$ cat src/rtl/console_rx_pkg.sv
// ---------------------------------------------------------------------------
// console_rx_pkg : shared register map, STATUS layout and receiver states
// Rev 1.0
// ---------------------------------------------------------------------------
`default_nettype none

package console_rx_pkg;

    localparam logic [1:0] REG_DATA   = 2'd0;
    localparam logic [1:0] REG_STATUS = 2'd1;

    localparam int STAT_NOT_EMPTY = 0;
    localparam int STAT_OVERRUN   = 1;
    localparam int STAT_FRAME_ERR = 2;
    localparam int STAT_COUNT_LSB = 8;

    typedef enum logic [1:0] {
        IDLE  = 2'd0,
        START = 2'd1,
        DATA  = 2'd2,
        STOP  = 2'd3
    } rx_state_t;

endpackage

`default_nettype wire

$ cat src/rtl/console_rx_if.sv
// ---------------------------------------------------------------------------
// console_rx_if : device-port bus between the core (master) and console_rx
// Rev 1.0
// ---------------------------------------------------------------------------
`default_nettype none

interface console_rx_if #(
    parameter int ADDR_WIDTH = 32,
    parameter int DATA_WIDTH = 32
);
    logic                  req_in;
    logic                  we_in;
    logic [ADDR_WIDTH-1:0] addr_in;
    logic [DATA_WIDTH-1:0] wdata_in;
    logic [DATA_WIDTH-1:0] rdata_out;

    modport master (
        output req_in, we_in, addr_in, wdata_in,
        input  rdata_out
    );

    modport slave (
        input  req_in, we_in, addr_in, wdata_in,
        output rdata_out
    );
endinterface

`default_nettype wire

$ cat src/rtl/sync_fifo.sv
// ---------------------------------------------------------------------------
// sync_fifo : single-clock FIFO, same-cycle push+pop, registered empty flag
// Rev 1.0
// ---------------------------------------------------------------------------
`default_nettype none

module sync_fifo #(
    parameter int WIDTH = 8,
    parameter int DEPTH = 16
) (
    input  wire logic                     clk,
    input  wire logic                     rst,
    input  wire logic                     i_push,
    input  wire logic [WIDTH-1:0]         i_data,
    input  wire logic                     i_pop,
    output logic      [WIDTH-1:0]         o_data,
    output logic                          o_full,
    output logic                          o_empty,
    output logic      [$clog2(DEPTH):0]   o_count
);

    localparam int PTR_W = $clog2(DEPTH);
    localparam int CNT_W = PTR_W + 1;
    localparam logic [CNT_W-1:0] C_DEPTH = CNT_W'(DEPTH);

    logic [WIDTH-1:0] r_mem [DEPTH];
    logic [PTR_W-1:0] r_wr_ptr;
    logic [PTR_W-1:0] r_rd_ptr;
    logic [CNT_W-1:0] r_count;
    logic             r_empty;

    logic             w_pop_ok;
    logic             w_push_ok;
    logic [CNT_W-1:0] w_count_next;

    // A pop on a full FIFO frees the slot the simultaneous push lands in.
    assign w_pop_ok     = i_pop && (r_count != '0);
    assign w_push_ok    = i_push && ((r_count != C_DEPTH) || w_pop_ok);
    assign w_count_next = r_count + CNT_W'(w_push_ok) - CNT_W'(w_pop_ok);

    always_ff @(posedge clk) begin
        if (rst) begin
            r_wr_ptr <= '0;
            r_rd_ptr <= '0;
            r_count  <= '0;
            r_empty  <= 1'b1;
        end else begin
            if (w_push_ok) r_wr_ptr <= r_wr_ptr + PTR_W'(1);
            if (w_pop_ok)  r_rd_ptr <= r_rd_ptr + PTR_W'(1);
            r_count <= w_count_next;
            r_empty <= (w_count_next == '0);
        end
    end

    always_ff @(posedge clk) begin
        if (w_push_ok) r_mem[r_wr_ptr] <= i_data;
    end

    assign o_data  = r_mem[r_rd_ptr];
    assign o_full  = (r_count == C_DEPTH);
    assign o_empty = r_empty;
    assign o_count = r_count;

endmodule

`default_nettype wire

$ cat src/rtl/console_rx.sv
// ---------------------------------------------------------------------------
// console_rx : 8N1 serial receiver with RX FIFO and DATA/STATUS bus registers
// Rev 1.0
// ---------------------------------------------------------------------------
`default_nettype none

module console_rx
    import console_rx_pkg::*;
#(
    parameter int CLKS_PER_BIT = 16,
    parameter int FIFO_DEPTH   = 16,
    parameter int ADDR_WIDTH   = 32,
    parameter int DATA_WIDTH   = 32
) (
    input  wire logic    clk_in,
    input  wire logic    reset_in,
    input  wire logic    rx_in,
    console_rx_if.slave  bus,
    output logic         irq_out
);

    localparam int CNT_W    = $clog2(CLKS_PER_BIT);
    localparam int FCOUNT_W = $clog2(FIFO_DEPTH) + 1;
    localparam logic [CNT_W-1:0] C_HALF_BIT = CNT_W'(CLKS_PER_BIT / 2 - 1);
    localparam logic [CNT_W-1:0] C_FULL_BIT = CNT_W'(CLKS_PER_BIT - 1);

    // ---------------- synchroniser and edge detect ----------------
    logic       r_rx_meta;
    logic       r_rx_s;
    logic       r_rx_prev;
    logic [1:0] r_sync_fill;
    logic       w_fall;

    // r_rx_prev only goes high once the synchroniser holds real line samples,
    // so the reset value of 1 never fakes a falling edge on a low line.
    always_ff @(posedge clk_in) begin
        if (!reset_in) begin
            r_rx_meta   <= 1'b1;
            r_rx_s      <= 1'b1;
            r_rx_prev   <= 1'b0;
            r_sync_fill <= 2'b00;
        end else begin
            r_rx_meta   <= rx_in;
            r_rx_s      <= r_rx_meta;
            r_sync_fill <= {r_sync_fill[0], 1'b1};
            r_rx_prev   <= r_sync_fill[1] & r_rx_s;
        end
    end

    assign w_fall = r_rx_prev & ~r_rx_s;

    // ---------------- receiver FSM ----------------
    rx_state_t        r_state;
    logic [CNT_W-1:0] r_cnt;
    logic [2:0]       r_bit_idx;
    logic [7:0]       r_shift;
    logic             w_tick;
    logic             w_push;
    logic             w_fe_set;

    assign w_tick   = (r_cnt == '0);
    assign w_push   = (r_state == STOP) && w_tick && r_rx_s;
    assign w_fe_set = (r_state == STOP) && w_tick && !r_rx_s;

    always_ff @(posedge clk_in) begin
        if (!reset_in) begin
            r_state   <= IDLE;
            r_cnt     <= '0;
            r_bit_idx <= '0;
            r_shift   <= '0;
        end else begin
            case (r_state)
                IDLE: begin
                    if (w_fall) begin
                        r_state <= START;
                        r_cnt   <= C_HALF_BIT;
                    end
                end
                START: begin
                    if (!w_tick) begin
                        r_cnt <= r_cnt - 1'b1;
                    end else if (!r_rx_s) begin
                        r_state   <= DATA;
                        r_cnt     <= C_FULL_BIT;
                        r_bit_idx <= '0;
                    end else begin
                        r_state <= IDLE;
                    end
                end
                DATA: begin
                    if (!w_tick) begin
                        r_cnt <= r_cnt - 1'b1;
                    end else begin
                        r_shift <= {r_rx_s, r_shift[7:1]};
                        r_cnt   <= C_FULL_BIT;
                        if (r_bit_idx == 3'd7) r_state   <= STOP;
                        else                   r_bit_idx <= r_bit_idx + 1'b1;
                    end
                end
                STOP: begin
                    if (!w_tick) r_cnt   <= r_cnt - 1'b1;
                    else         r_state <= IDLE;
                end
                default: r_state <= IDLE;
            endcase
        end
    end

    // ---------------- FIFO ----------------
    logic [7:0]          w_head;
    logic                w_full;
    logic                w_empty;
    logic [FCOUNT_W-1:0] w_count;
    logic                w_pop;

    sync_fifo #(
        .WIDTH (8),
        .DEPTH (FIFO_DEPTH)
    ) u_fifo (
        .clk     (clk_in),
        .rst     (!reset_in),
        .i_push  (w_push),
        .i_data  (r_shift),
        .i_pop   (w_pop),
        .o_data  (w_head),
        .o_full  (w_full),
        .o_empty (w_empty),
        .o_count (w_count)
    );

    // ---------------- register decode ----------------
    logic [1:0]            w_sel;
    logic                  w_rd;
    logic                  w_wr;
    logic                  w_ov_set;
    logic                  w_ov_clr;
    logic                  w_fe_clr;
    logic [DATA_WIDTH-1:0] w_rdata_next;
    logic                  r_overrun;
    logic                  r_frame_err;
    logic [DATA_WIDTH-1:0] r_rdata;

    assign w_sel    = bus.addr_in[3:2];
    assign w_rd     = bus.req_in && !bus.we_in;
    assign w_wr     = bus.req_in && bus.we_in;
    assign w_pop    = w_rd && (w_sel == REG_DATA) && !w_empty;
    assign w_ov_set = w_push && w_full && !w_pop;
    assign w_ov_clr = w_wr && (w_sel == REG_STATUS) && bus.wdata_in[STAT_OVERRUN];
    assign w_fe_clr = w_wr && (w_sel == REG_STATUS) && bus.wdata_in[STAT_FRAME_ERR];

    always_comb begin
        w_rdata_next = '0;
        case (w_sel)
            REG_DATA: begin
                if (!w_empty) w_rdata_next[7:0] = w_head;
            end
            REG_STATUS: begin
                w_rdata_next[STAT_NOT_EMPTY] = !w_empty;
                w_rdata_next[STAT_OVERRUN]   = r_overrun;
                w_rdata_next[STAT_FRAME_ERR] = r_frame_err;
                w_rdata_next[STAT_COUNT_LSB +: FCOUNT_W] = w_count;
            end
            default: w_rdata_next = '0;
        endcase
    end

    // Sticky flags: a hardware set in the same cycle as a software clear wins.
    always_ff @(posedge clk_in) begin
        if (!reset_in) begin
            r_overrun   <= 1'b0;
            r_frame_err <= 1'b0;
            r_rdata     <= '0;
        end else begin
            r_overrun   <= w_ov_set | (r_overrun & ~w_ov_clr);
            r_frame_err <= w_fe_set | (r_frame_err & ~w_fe_clr);
            if (w_rd) r_rdata <= w_rdata_next;
        end
    end

    assign bus.rdata_out = r_rdata;
    assign irq_out       = !w_empty;

    logic w_unused;
    assign w_unused = ^{bus.addr_in[ADDR_WIDTH-1:4], bus.addr_in[1:0],
                        bus.wdata_in[DATA_WIDTH-1:3], bus.wdata_in[0]};

endmodule

`default_nettype wire

$ cat src/flat_wrapper.sv
// flat-port wrapper written by rule: the top's interface ports become plain ports
module console_rx_flat import console_rx_pkg::*;
#(
    parameter int CLKS_PER_BIT = 16,
    parameter int FIFO_DEPTH   = 16,
    parameter int ADDR_WIDTH   = 32,
    parameter int DATA_WIDTH   = 32
)
  (clk_in, reset_in, rx_in, irq_out, bus_req_in, bus_we_in, bus_addr_in, bus_wdata_in, bus_rdata_out);
  console_rx_if #(.ADDR_WIDTH(ADDR_WIDTH), .DATA_WIDTH(DATA_WIDTH)) bus_i ();
  input  wire logic clk_in;
  input  wire logic reset_in;
  input  wire logic rx_in;
  output logic irq_out;
  input wire logic [$bits(bus_i.req_in)-1:0] bus_req_in;
  input wire logic [$bits(bus_i.we_in)-1:0] bus_we_in;
  input wire logic [$bits(bus_i.addr_in)-1:0] bus_addr_in;
  input wire logic [$bits(bus_i.wdata_in)-1:0] bus_wdata_in;
  output wire logic [$bits(bus_i.rdata_out)-1:0] bus_rdata_out;
  assign bus_i.req_in = bus_req_in;
  assign bus_i.we_in = bus_we_in;
  assign bus_i.addr_in = bus_addr_in;
  assign bus_i.wdata_in = bus_wdata_in;
  assign bus_rdata_out = bus_i.rdata_out;
  console_rx #(.CLKS_PER_BIT(CLKS_PER_BIT), .FIFO_DEPTH(FIFO_DEPTH), .ADDR_WIDTH(ADDR_WIDTH), .DATA_WIDTH(DATA_WIDTH)) u_core (.clk_in(clk_in), .reset_in(reset_in), .rx_in(rx_in), .bus(bus_i), .irq_out(irq_out));
endmodule
$ cat config.mk
export PLATFORM = sky130hd
export DESIGN_NAME = console_rx_flat
export DESIGN_NICKNAME = d
export VERILOG_FILES = /design/src/rtl/console_rx_pkg.sv /design/src/rtl/console_rx_if.sv /design/src/rtl/sync_fifo.sv /design/src/rtl/console_rx.sv /design/src/flat_wrapper.sv
export SDC_FILE = /design/constraint.sdc
export NUM_CORES = 1
export LEC_CHECK = 0
export ABC_AREA = 1
export BUFFER_PORTS_ARGS = -buffer_cell sky130_fd_sc_hd__buf_2
export CAP_MARGIN = 20
export CORE_MARGIN = 10
export CORE_UTILIZATION = 60
export CTS_CLUSTER_DIAMETER = 50
export DETAILED_ROUTE_END_ITERATION = 10
export PLACE_DENSITY = 0.82
export SLEW_MARGIN = 10
export SYNTH_ARGS = -nofsm -noshare
export SYNTH_HDL_FRONTEND = slang
export SYNTH_HIERARCHICAL = 1
export SYNTH_SLANG_ARGS = --single-unit
$ cat constraint.sdc
create_clock -name clk_in -period 5 [get_ports clk_in]
set_clock_uncertainty 0.15 [all_clocks]
set_input_delay 0.5 -clock clk_in [delete_from_list [all_inputs] [get_ports clk_in]]
set_output_delay 0.5 -clock clk_in [all_outputs]
set_load 0.005 [all_outputs]
==> metrics.md <==
| Metric | Value |
|---|---|
| ANT nets after route | `0` |
| CTS root buf | `clkbuf_16` |
| Final slew viol count | `0` |
| WL final | `around 17 mm` |
| RSZ-0062 raised after global routing | `no` |
| CTS tree | `done` |
| Startpoint Class | `flip-flop` |
| Layout cells sized above 1 | `0.0963` |
| Iteration-0 DRC Markers | `around 600` |
| Worst path cell trace | `inv_1 -> ha_1 -> nand2_4 -> nor3_2 -> nand2_1 -> inv_2 -> nand2_1 -> nand2_1 -> ha_1 -> inv_1 -> fa_1 -> nand3b_1 -> nand3_1 -> nand2_1 -> nand3_1 -> nand2_1` |
| Crit path max-delay family | `simple AND/OR/NAND/NOR gates` |
| P&R area growth vs syn | `8.81%` |
| Latest clock arrival within the worst-skew pair | `about 0.44 ns` |
| Period utilisation layout | `0.607` |
| Non-Filler Instances | `~1,100` |
| Worst slack, placed | `1.71 ns` |
| Fin Setup TNS | `0 ns` |
| Detail Placement HPWL | `10.5 mm` |
| CP Class | `flip-flop to flip-flop` |
| Post-CTS Resized | `0` |
| Final worst slack | `1.97 ns` |
| Die Span X | `136 microns` |
| Final Instance Area | `roughly 8900 sq um` |
| IO buf count | `22` |
| Die area | `18,600 sq um` |
| Most frequent cell on the critical path | `nand2_1` |
| CP Launch Point | `u_core/r_cnt[0]` |
| Pleak | `3.60 nW` |
| Fmax achieved | `330 MHz` |
| Total congestion overflow | `0` |
| First-pass GRT wire length | `27.2 mm` |
| Crit-path max FO | `7` |
| N_diodes | `0` |
| Crit path buf inv count | `3` |
| CTS clk-pin slew, worst paths | `0.07 ns` |
| Max VDD drop | `0.333 mV` |
| Post-Synthesis Cells | `858` |
| Max Buffers Root-to-Sink | `2` |
| Vias per std cell | `5.44` |
| YS warnings | `6` |
| Crit end category | `flip-flop` |
| Register Area | `4950 sq um` |
| Filler Cell Count | `a little under 1,000` |
| Initial antenna violation count | `0` |
| Routed wirelength normalized by instance count | `16.2 microns` |
| Hold Crit Start | `rx_in` |
| Total setup buffers inserted after CTS | `0` |
| Die Span Y | `roughly 140 microns` |
| Largest stage delay, worst path | `0.42 ns` |
| Seq cells post-synth | `roughly 180` |
| RR Startpoint | `u_core/r_cnt[0]` |
| Number of global-route vias before repair | `5,406` |
| Status | `completed` |
| Hold Fails Final Rpt | `0` |
| Hold WC Path Type | `primary input to flip-flop` |
| Slew margin rel. | `0.369` |
| Post-DP Area | `8260 sq um` |
| Row cnt | `42` |
| Post-CTS Hold Buffers | `0` |
| Distinct cells, synth | `35` |
| Drc violations | `0` |
| CTS sink count | `183` |
| GRT Total Usage | `0.189` |
| Seq/Total Area, Yosys | `0.607` |
| DP Cell Count | `1,027` |
| Worst Path Arrival | `3.21 ns` |
| Vias | `5,760` |
| H-tree levels | `4` |
| Min cycle time layout | `3.03 ns` |
| Avg Synthesized Cell Area | `9.49 sq um` |
| First-pass detailed-route iteration total | `7` |
| Synth Cell Area | `between 8000 and 9000 sq um` |
| Initial Util | `0.615` |
| Largest net degree at the start of global routing | `76` |
| Max_cap viols | `0` |
| GP Congestion | `0.832` |
| Area occupied by multi-input gates | `2620 sq um` |
| I/O pin cnt | `102` |
| Final net count | `958` |
| Total CTS buffers | `17` |
| Final setup viols | `0` |
| CORE AREA | `around 13,000 sq um` |
| Slowest CP cell | `fa_1` |
| Hold WS | `about 0.11 ns` |
| Worst Max-Slew Pin Slew | `0.946 ns` |
| PD cells | `374 nW/um^2` |
| Required @ worst endpoint | `5.18 ns` |
[placed cells by master, fill, tap and decap left out, types with 2 or more instances in the layout]
cell type / synthesis / layout
nand3b_1: 2 / 2
buf_4: 25 / 4
nor2_1: 76 / 76
xnor2_1: 3 / 3
inv_8: 0 / 2
or2_2: 6 / 6
nand4_1: 3 / 3
nand2_4: 2 / 2
inv_2: 8 / 8
ha_1: 18 / 18
nor2_2: 2 / 2
inv_6: 0 / 6
or2_1: 10 / 10
buf_2: 14 / 22
or2_0: 2 / 2
clkinv_4: 0 / 3
o21ai_0: 19 / 19
nor2_4: 3 / 3
o211ai_1: 3 / 3
a31oi_1: 2 / 2
dfxtp_1: 55 / 54
conb_1: 1 / 19
a21oi_1: 33 / 33
clkbuf_16: 0 / 19
xor2_1: 2 / 2
nand2_1: 233 / 233
nand3_1: 107 / 107
edfxtp_1: 128 / 128
nand2_2: 2 / 2
inv_1: 81 / 81
[cell usage after synthesis]
cell / count / area, sq um
inv_1: 81 / 304
nand4_1: 3 / 18.8
nor2_2: 2 / 12.5
a21oi_1: 33 / 165
or2_1: 10 / 62.6
nand2_1: 233 / 875
conb_1: 1 / 3.75
nand3_1: 107 / 536
o211ai_1: 3 / 22.5
or2_0: 2 / 12.5
nor3_1: 1 / 5.00
buf_2: 14 / 70.1
dfxtp_1: 55 / 1100
nor2_4: 3 / 33.8
edfxtp_1: 128 / 3840
or2_2: 6 / 37.5
nand2_4: 2 / 22.5
ha_1: 18 / 225
buf_4: 25 / 188
nand2_2: 2 / 12.5
clkbuf_1: 10 / 37.5
xor2_1: 2 / 17.5
inv_2: 8 / 30.0
xnor2_1: 3 / 26.3
nand4_2: 1 / 12.5
buf_1: 1 / 3.75
nor2_1: 76 / 285
o21ai_0: 19 / 95.1
a21oi_2: 1 / 8.76
buf_6: 1 / 11.3
nor3_2: 1 / 10.0
fa_1: 1 / 20.0
nand3b_1: 2 / 15.0
o21ai_1: 1 / 5.00
a31oi_1: 2 / 12.5
[worst paths after layout]
check | end | slack (ns) | cells past startpoint
max reg2reg | u_core/u_fifo/o_empty | 1.97 | 16
min | u_core/r_rx_meta | 0.11 | 2
min reg2reg | u_core/r_rx_s | 0.27 | 1
max | u_core/u_fifo/o_empty | 1.97 | 16
[metrics by stage]
step	util	total power [W]
after global routing	0.669	0.00343
after floorplan	-	0.00198
after global placement	0.624	0.00201
after detailed placement	0.624	0.00202
after CTS	0.669	0.00332
final	0.669	0.00331
[cell type report]
| class | instances | area share |
|---|---|---|
| well taps | 176 | 0.0249 |
| inverters | 89 | 0.0377 |
| clock buffers | 19 | 0.0537 |
| multi-input cells | 553 | 0.296 |
| flip-flops and latches | 183 | 0.558 |
| repair buffers | 26 | 0.0158 |
| clock inverters | 13 | 0.0138 |
[cells by family after synthesis]
kind of cell / share of synthesized area
and+or+nand+nor: 0.240
AOI/OAI and AO/OA: 0.0380
adders and majority gates: 0.0301
other: 0.000461
buffers and inverters: 0.0791
xor gates and xnor gates: 0.00538
DFF: 0.607
[power breakdown]
| part | switching [W] | leakage [nW] | internal, W |
|---|---|---|---|
| Sequential | 0.0000307 | 1.63 | 0.00163 |
| Clock | 0.000598 | 0.297 | 0.000717 |
| Combinational | 0.000223 | 1.67 | 0.000112 |
[worst register-to-register path: cells and delay by family (launching register included)]
kind                     cells  cell delay (ns)
AND/OR/NAND/NOR             10             1.24
adder cells (fa/ha/maj)      3             0.89
flip-flops                   1             0.33
buffers and inverters        3             0.31
[routing by layer]
metal,up-vias,GRT usage,routed length [microns]
met4,0,0.0787,380
met5,-,0,0
met3,37,0.0469,1510
met1,2684,0.232,6740
li1,2790,-,-
met2,249,0.311,8500
[sequential cells by signal, summed over array words and instances, names as in the netlist, 2 cells and up, named ones only]
name / count
u_core/bus.rdata_out: 13
u_core/r_bit_idx: 3
u_core/r_cnt: 4
u_core/r_shift: 8
u_core/r_sync_fill: 2
u_core/u_fifo/o_count: 5
u_core/u_fifo/r_mem: 128
u_core/u_fifo/r_rd_ptr: 4
u_core/u_fifo/r_wr_ptr: 4
(Power assumes the default switching activity.)
